**config.mk**
```make
export PLATFORM = sky130hd
export DESIGN_NAME = voter_ballot_ctrl
export DESIGN_NICKNAME = d
export VERILOG_FILES = /design/src/rtl/voter_ballot_ctrl.sv
export SDC_FILE = /design/constraint.sdc
export NUM_CORES = 1
export LEC_CHECK = 0
export CAP_MARGIN = 20
export CORE_UTILIZATION = 40
export CTS_CLUSTER_DIAMETER = 30
export DETAILED_ROUTE_END_ITERATION = 16
export PLACE_DENSITY = 0.7
export SYNTH_ARGS = -nofsm -noshare
export SYNTH_HDL_FRONTEND = slang
export SYNTH_SLANG_ARGS = --single-unit
```
**constraint.sdc**
```tcl
create_clock -name clk -period 1.52 [get_ports clk]
set_input_delay 0.304 -clock clk [delete_from_list [all_inputs] [get_ports clk]]
set_output_delay 0.304 -clock clk [all_outputs]
set_load 0.1 [all_outputs]
```
**src/rtl/voter_ballot_ctrl.sv**
```systemverilog
// Ballot collector for a 4-station voter: gathers one ballot per station, drives the voter, and
// captures its result. Define VOTER_TIMEOUT_EN to force-close a collection after TIMEOUT_CYCLES.
module voter_ballot_ctrl #(
  parameter int unsigned TIMEOUT_CYCLES = 255
) (
  input  logic       clk,
  input  logic       rst_n,
  input  logic       start,
  input  logic       vote_valid,
  input  logic [1:0] vote_id,
  input  logic       vote_val,
  output logic       vote_ready,
  output logic [3:0] I,
  input  logic [3:1] O,
  output logic [3:1] result,
  output logic       result_valid,
  output logic       busy,
  output logic       dup_err,
  output logic       timeout
);

  typedef enum logic [1:0] {StIdle, StCollect, StApply, StDone} state_e;

  state_e     state_q, state_d;
  logic [3:0] mask_q, mask_d;
  logic [3:0] ballot_d;
  logic       handshake;
  logic       dup;
  logic       expired;
  logic       open_election;

  if (TIMEOUT_CYCLES < 1 || TIMEOUT_CYCLES > 255) begin : g_bad_cfg
    $error("TIMEOUT_CYCLES must be in 1..255");
  end

  assign handshake     = vote_valid && vote_ready;
  assign dup           = handshake && mask_q[vote_id];
  assign open_election = (state_q == StIdle) && start;

  always_comb begin
    state_d  = state_q;
    mask_d   = mask_q;
    ballot_d = I;
    unique case (state_q)
      StIdle: begin
        if (start) begin
          state_d  = StCollect;
          mask_d   = 4'h0;
          ballot_d = 4'h0;
        end
      end
      StCollect: begin
        if (handshake && !mask_q[vote_id]) begin
          mask_d[vote_id]   = 1'b1;
          ballot_d[vote_id] = vote_val;
        end
        // A full mask closes on the following edge, keeping the 2-cycle result latency.
        if (mask_q == 4'hF || expired) begin
          state_d = StApply;
        end
      end
      StApply: state_d = StDone;
      StDone:  state_d = StIdle;
      default: state_d = StIdle;
    endcase
  end

  always_ff @(posedge clk) begin
    if (!rst_n) begin
      state_q      <= StIdle;
      mask_q       <= 4'h0;
      I            <= 4'h0;
      result       <= 3'b000;
      result_valid <= 1'b0;
      busy         <= 1'b0;
      vote_ready   <= 1'b0;
      dup_err      <= 1'b0;
    end else begin
      state_q      <= state_d;
      mask_q       <= mask_d;
      I            <= ballot_d;
      vote_ready   <= (state_d == StCollect);
      busy         <= (state_d != StIdle);
      result_valid <= (state_d == StDone);
      dup_err      <= dup;
      if (state_q == StApply) begin
        result <= O;
      end
    end
  end

`ifdef VOTER_TIMEOUT_EN
  localparam logic [7:0] CntLast = 8'(TIMEOUT_CYCLES - 1);

  logic [7:0] cnt_q;

  assign expired = (state_q == StCollect) && (cnt_q == CntLast);

  always_ff @(posedge clk) begin
    if (!rst_n) begin
      cnt_q   <= 8'd0;
      timeout <= 1'b0;
    end else begin
      if (open_election) begin
        cnt_q <= 8'd0;
      end else if (state_q == StCollect) begin
        cnt_q <= cnt_q + 8'd1;
      end
      // A ballot landing in the expiry cycle counts; only a still-incomplete mask is a timeout.
      if (open_election) begin
        timeout <= 1'b0;
      end else if (expired && mask_d != 4'hF) begin
        timeout <= 1'b1;
      end
    end
  end
`else
  assign expired = 1'b0;
  assign timeout = 1'b0;
`endif

endmodule

```
== Word-level counts from Yosys, hierarchy flattened ==
Cells that the tools add are included.

* Bits of input ports: 10
* Register bits after elaboration: 17
* Output and inout bits: 12

* Order comparisons: 2
* Bitwise gates (word level): 1
* Reductions and logical operators: 9
* Multiplexer cells: 13
* Equality and inequality tests: 8

{| class="wikitable"
|+ Operator list
! cell !! number
|-
| 4-bit one-hot mux with 2 select lines || 2
|-
| 4-bit two-way mux || 3
|-
| 2-bit one-hot mux with 4 select lines || 1
|-
| 2-bit equality test (second input constant) || 3
|-
| 4-bit bitwise mux || 1
|-
| 2-bit by 1-bit equality test with 1-bit output (second input constant) || 2
|-
| 4-bit equality test (second input constant) || 1
|-
| 1-bit logical AND || 4
|-
| 2-bit two-way mux || 2
|-
| 2-bit inequality test (second input constant) || 2
|-
| 4-bit OR || 1
|-
| 2-bit nonzero test || 2
|-
| 2-bit by 3-bit less-than comparator with 1-bit output (second input constant) || 1
|-
| 3-bit AND reduction || 1
|-
| 1-bit binary-select mux with 2-bit select || 1
|-
| 1-bit demux with 2-bit select || 1
|-
| 2-bit by 1-bit greater-or-equal comparator with 1-bit output (second input constant) || 1
|-
| 2-bit zero test || 1
|-
| 1-bit two-way mux || 2
|-
| 1-bit zero test || 1
|}

== Logic depth before layout (Yosys ltp) ==
* Word-level depth: 7
* Mapped depth: 4
* Gate-level depth less buffers: 3

== Worst setup path after synthesis ==
Ideal clock, no wire load.

* Path type: reg-to-reg
* From: reg vote_ready
* To: reg I[0]
* Setup slack: -440 ps
* Data required time: 1,399 ps
* Path buffers: 0
* Cell stages (with the launch flop): 4
* Data arrival time: 1,839 ps
* Path through: dfxtp_1 -> nand4b_1 -> nor4_1 -> mux2_2

* Word-level cells in the longest chain between the ends: 4

{| class="wikitable"
|+ Ends and longest elaborated chain
! element !! line !! RTL
|-
| from (decl) || 12 || <nowiki>output logic vote_ready,</nowiki>
|-
| from (signal assigned) || 82 || <nowiki>vote_ready <= (state_d == StCollect);</nowiki>
|-
| 1-bit logical AND || 36 || <nowiki>assign handshake = vote_valid && vote_ready;</nowiki>
|-
| 1-bit logical AND || 53 || <nowiki>if (handshake && !mask_q[vote_id]) begin</nowiki>
|-
| 2-bit inequality test (no source line) || n/a ||
|-
| 3-bit AND reduction (no source line) || n/a ||
|-
| to (signal assigned) || 81 || <nowiki>I <= ballot_d;</nowiki>
|-
| to (decl) || 13 || <nowiki>output logic [3:0] I,</nowiki>
|}

No other way between the ends.
A chain may end at the register's enable or synchronous reset.

== Final worst setup path ==
* From: in start
* To: reg I[3]

* Word-level cells in the longest chain between the ends: 2

{| class="wikitable"
|+ Ends and longest elaborated chain
! element !! line !! RTL
|-
| from (decl) || 8 || <nowiki>input logic start,</nowiki>
|-
| 2-bit inequality test (no source line) || n/a ||
|-
| 3-bit AND reduction (no source line) || n/a ||
|}

No other way between the ends.

==> flow_summary.yaml <==
outcome:
  status: "finished, final reports clean"
global_routing:
  grt_start_max_net_pins: 10
  grt_antenna_before_repair: 0
  grt_pass1_wl_um: 2770
  grt_pass1_vias: 592
  grt_usage_pct: 20.5
  grt_overflow: 0
synth:
  yosysSeqAreaShare_pct: 47.2
  synth_top_cell_by_area: "dfxtp_1"
  synth.top_cell.area_share_pct: 47.2
  yosys_warnings: 0
  synth.cell_area_um2: 721
  synthCells: 71
  synth_seq_cells: 17
  syn_area_per_cell_um2: 10.2
  synthTopCellsByArea: "dfxtp_1 (47%), mux2_2 (6.3%), o21a_1 (6.3%), and3_1 (4.3%), mux2i_1 (4.2%)"
  syn-num-nets: 81
  synthDistinctLibCells: 25
placement:
  port_buffers: 20
  gp_congestion: 0.737
  post-dp-hpwl_um: 1250
  pre_cts_ws_ns: -0.263
  placed_cell_area_um2: 1110
  dp.cells: 120
setup_path:
  cp_max_fo: 5
  crit_path_end_kind: "flip-flop"
  critPathTopFamily: "simple AND/OR/NAND/NOR gates"
  worstSetupStartpointType: "input pin"
  crit_chain: "clkdlybuf4s50_1 -> or3b_4 -> and3_1 -> mux2_2"
  required_ns: 1.71
  crit_type: "in -> reg"
  slowest_delay_ns: 0.49
  crit_slowest_cell: "clkdlybuf4s50_1"
  crit_arrival_ns: 1.65
  path_buf_inv: 1
drt:
  first_iter_violations: 17
  viasPerCell: 5.05
  wire_per_inst_um: 13.1
  wl_um: 1630
  dr.pass1.iters: 4
  num_vias: 626
  detail-route-antenna-nets: 0
  drcViolationCount: 0
job:
  max_cap_viol_count: 0
floorplanning:
  core-area_um2: 1590
  start_util_pct: 45.2
  die_y_um: 44.4
  die_x_um: 44.4
  die_area_um2: 1980
  std_cell_rows: 14
  io_pins: 22
sta:
  finalMaxSlewViolations: 0
  setup_ws_ns: 0.0626
  finalSetupTns_ns: 0
  fin_crit_sh_pct: 95.9
  finalClockSkew_ns: 0.00757
  fmax_mhz: 686
  min_period_ns: 1.46
  setup_viol: 0
  hold_viol: 0
  rsz0062_at_grt: "false"
clocking:
  cts_hold_buf: 0
  path_clk_slew_ns: 0.09
  clk_latency_ns: 0.30
  cts_setup_buffers: 0
  cts.sink_count: 17
  cts.repair.resized: 0
  cts_root_buffer: "clkbuf_4"
  htreeDepth: 1
  clockBufferDepth: 2
  cts_tree: "done"
  numCtsBuffers: 3
power:
  power_frac_comb_pct: 16.3
  pwr-share-clk_pct: 28.8
  cellPowerDensity_nw_per_um2: 735
  p_sw_share_pct: 26.3
  p_seq_share_pct: 54.9
  switching_power_uw: 220
  ir_drop_mv: 0.698
  internal-power_uw: 617
  total_leakage_power_uw: 0.000458
finish:
  finalNetCount: 111
  drive_gt1_share_pct: 32.0
  syn_to_final_growth_pct: 58.0
  mostFrequentLayoutCell: "dfxtp_1"
  stdcell_area_um2: 1140
  final_util_pct: 71.4
  fin_cells: 124
  final_cell_mix: "dfxtp_1 (16), buf_12 (11), clkdlybuf4s50_1 (9), buf_4 (9)"
  antenna_cells: 0
min_path:
  hp-class: "reg -> reg"
final cells by class:
cell class | instances | area, um^2
inverters | 1 | 3.75
multi-input cells | 49 | 357
flip-flops and latches | 17 | 344
clock buffers | 4 | 26.3
well taps | 24 | 30.0
repair buffers | 29 | 378
fillers | 119 | 455
registers in the layout (all words and copies together) (netlist names):
name / count
I: 4
mask_q: 4
result: 3
state_q: 2
busy: 1
dup_err: 1
result_valid: 1
vote_ready: 1
power groups by stage:
stage / sequential (uW) / combinational [uW] / clock (uW)
floorplan: 498 / 42.6 / 0
global route: 461 / 143 / 272
detailed placement: 470 / 135 / 0
finish: 459 / 136 / 241
global placement: 470 / 133 / 0
CTS: 460 / 136 / 251
metal layers:
layer	global-route usage (%)	wire length [um]	up-vias
met1	24.3	735	288
met2	30.6	741	21
met4	12.1	48	0
met5	0	0	-
li1	-	-	311
met3	8.98	100	6
synth_stat cells:
library cell,instances
nor4b_1,1
nor2b_1,4
nor2_1,6
or3b_4,1
nand4b_1,1
buf_4,1
buf_2,1
clkbuf_1,2
and3_1,5
mux2i_1,3
o21a_1,6
nor3_1,5
conb_1,1
and2_1,2
mux2_2,4
nor4_1,2
dfxtp_1,17
nor2b_2,1
o2bb2ai_1,1
mux4_2,1
and4_1,1
and2_2,1
nand4_1,2
nand2b_1,1
inv_1,1
metrics by stage:
| stage | hold WS, ns | power, uW |
|---|---|---|
| 6_report | 0.550 | 837 |
| 3_3_place_gp | 0.510 | 603 |
| 5_1_grt | 0.568 | 876 |
| 3_5_place_dp | 0.534 | 605 |
| 2_1_floorplan | 0.474 | 540 |
| 4_1_cts | 0.554 | 847 |
logic make-up (layout without fill, tap and decap cells):
family                 count (synthesis)  count (layout)  share of synthesized area, %
muxes                                  8               8                          13.5
AOI/OAI and AO/OA                      7               7                          7.47
DFF                                   17              17                          47.2
buffers and inverters                  5              34                          3.30
and+or+nand+nor                       33              33                          28.0
other                                  1               1                         0.520
final timing paths:
kind | depth (start not counted) | from | to | slack [ns]
max reg2reg | 3 | state_q[1] | I[3] | 0.17
max | 4 | start | I[3] | 0.06
min | 1 | vote_ready | dup_err | 0.55
min reg2reg | 1 | vote_ready | dup_err | 0.55
(Power assumes the default switching activity.)
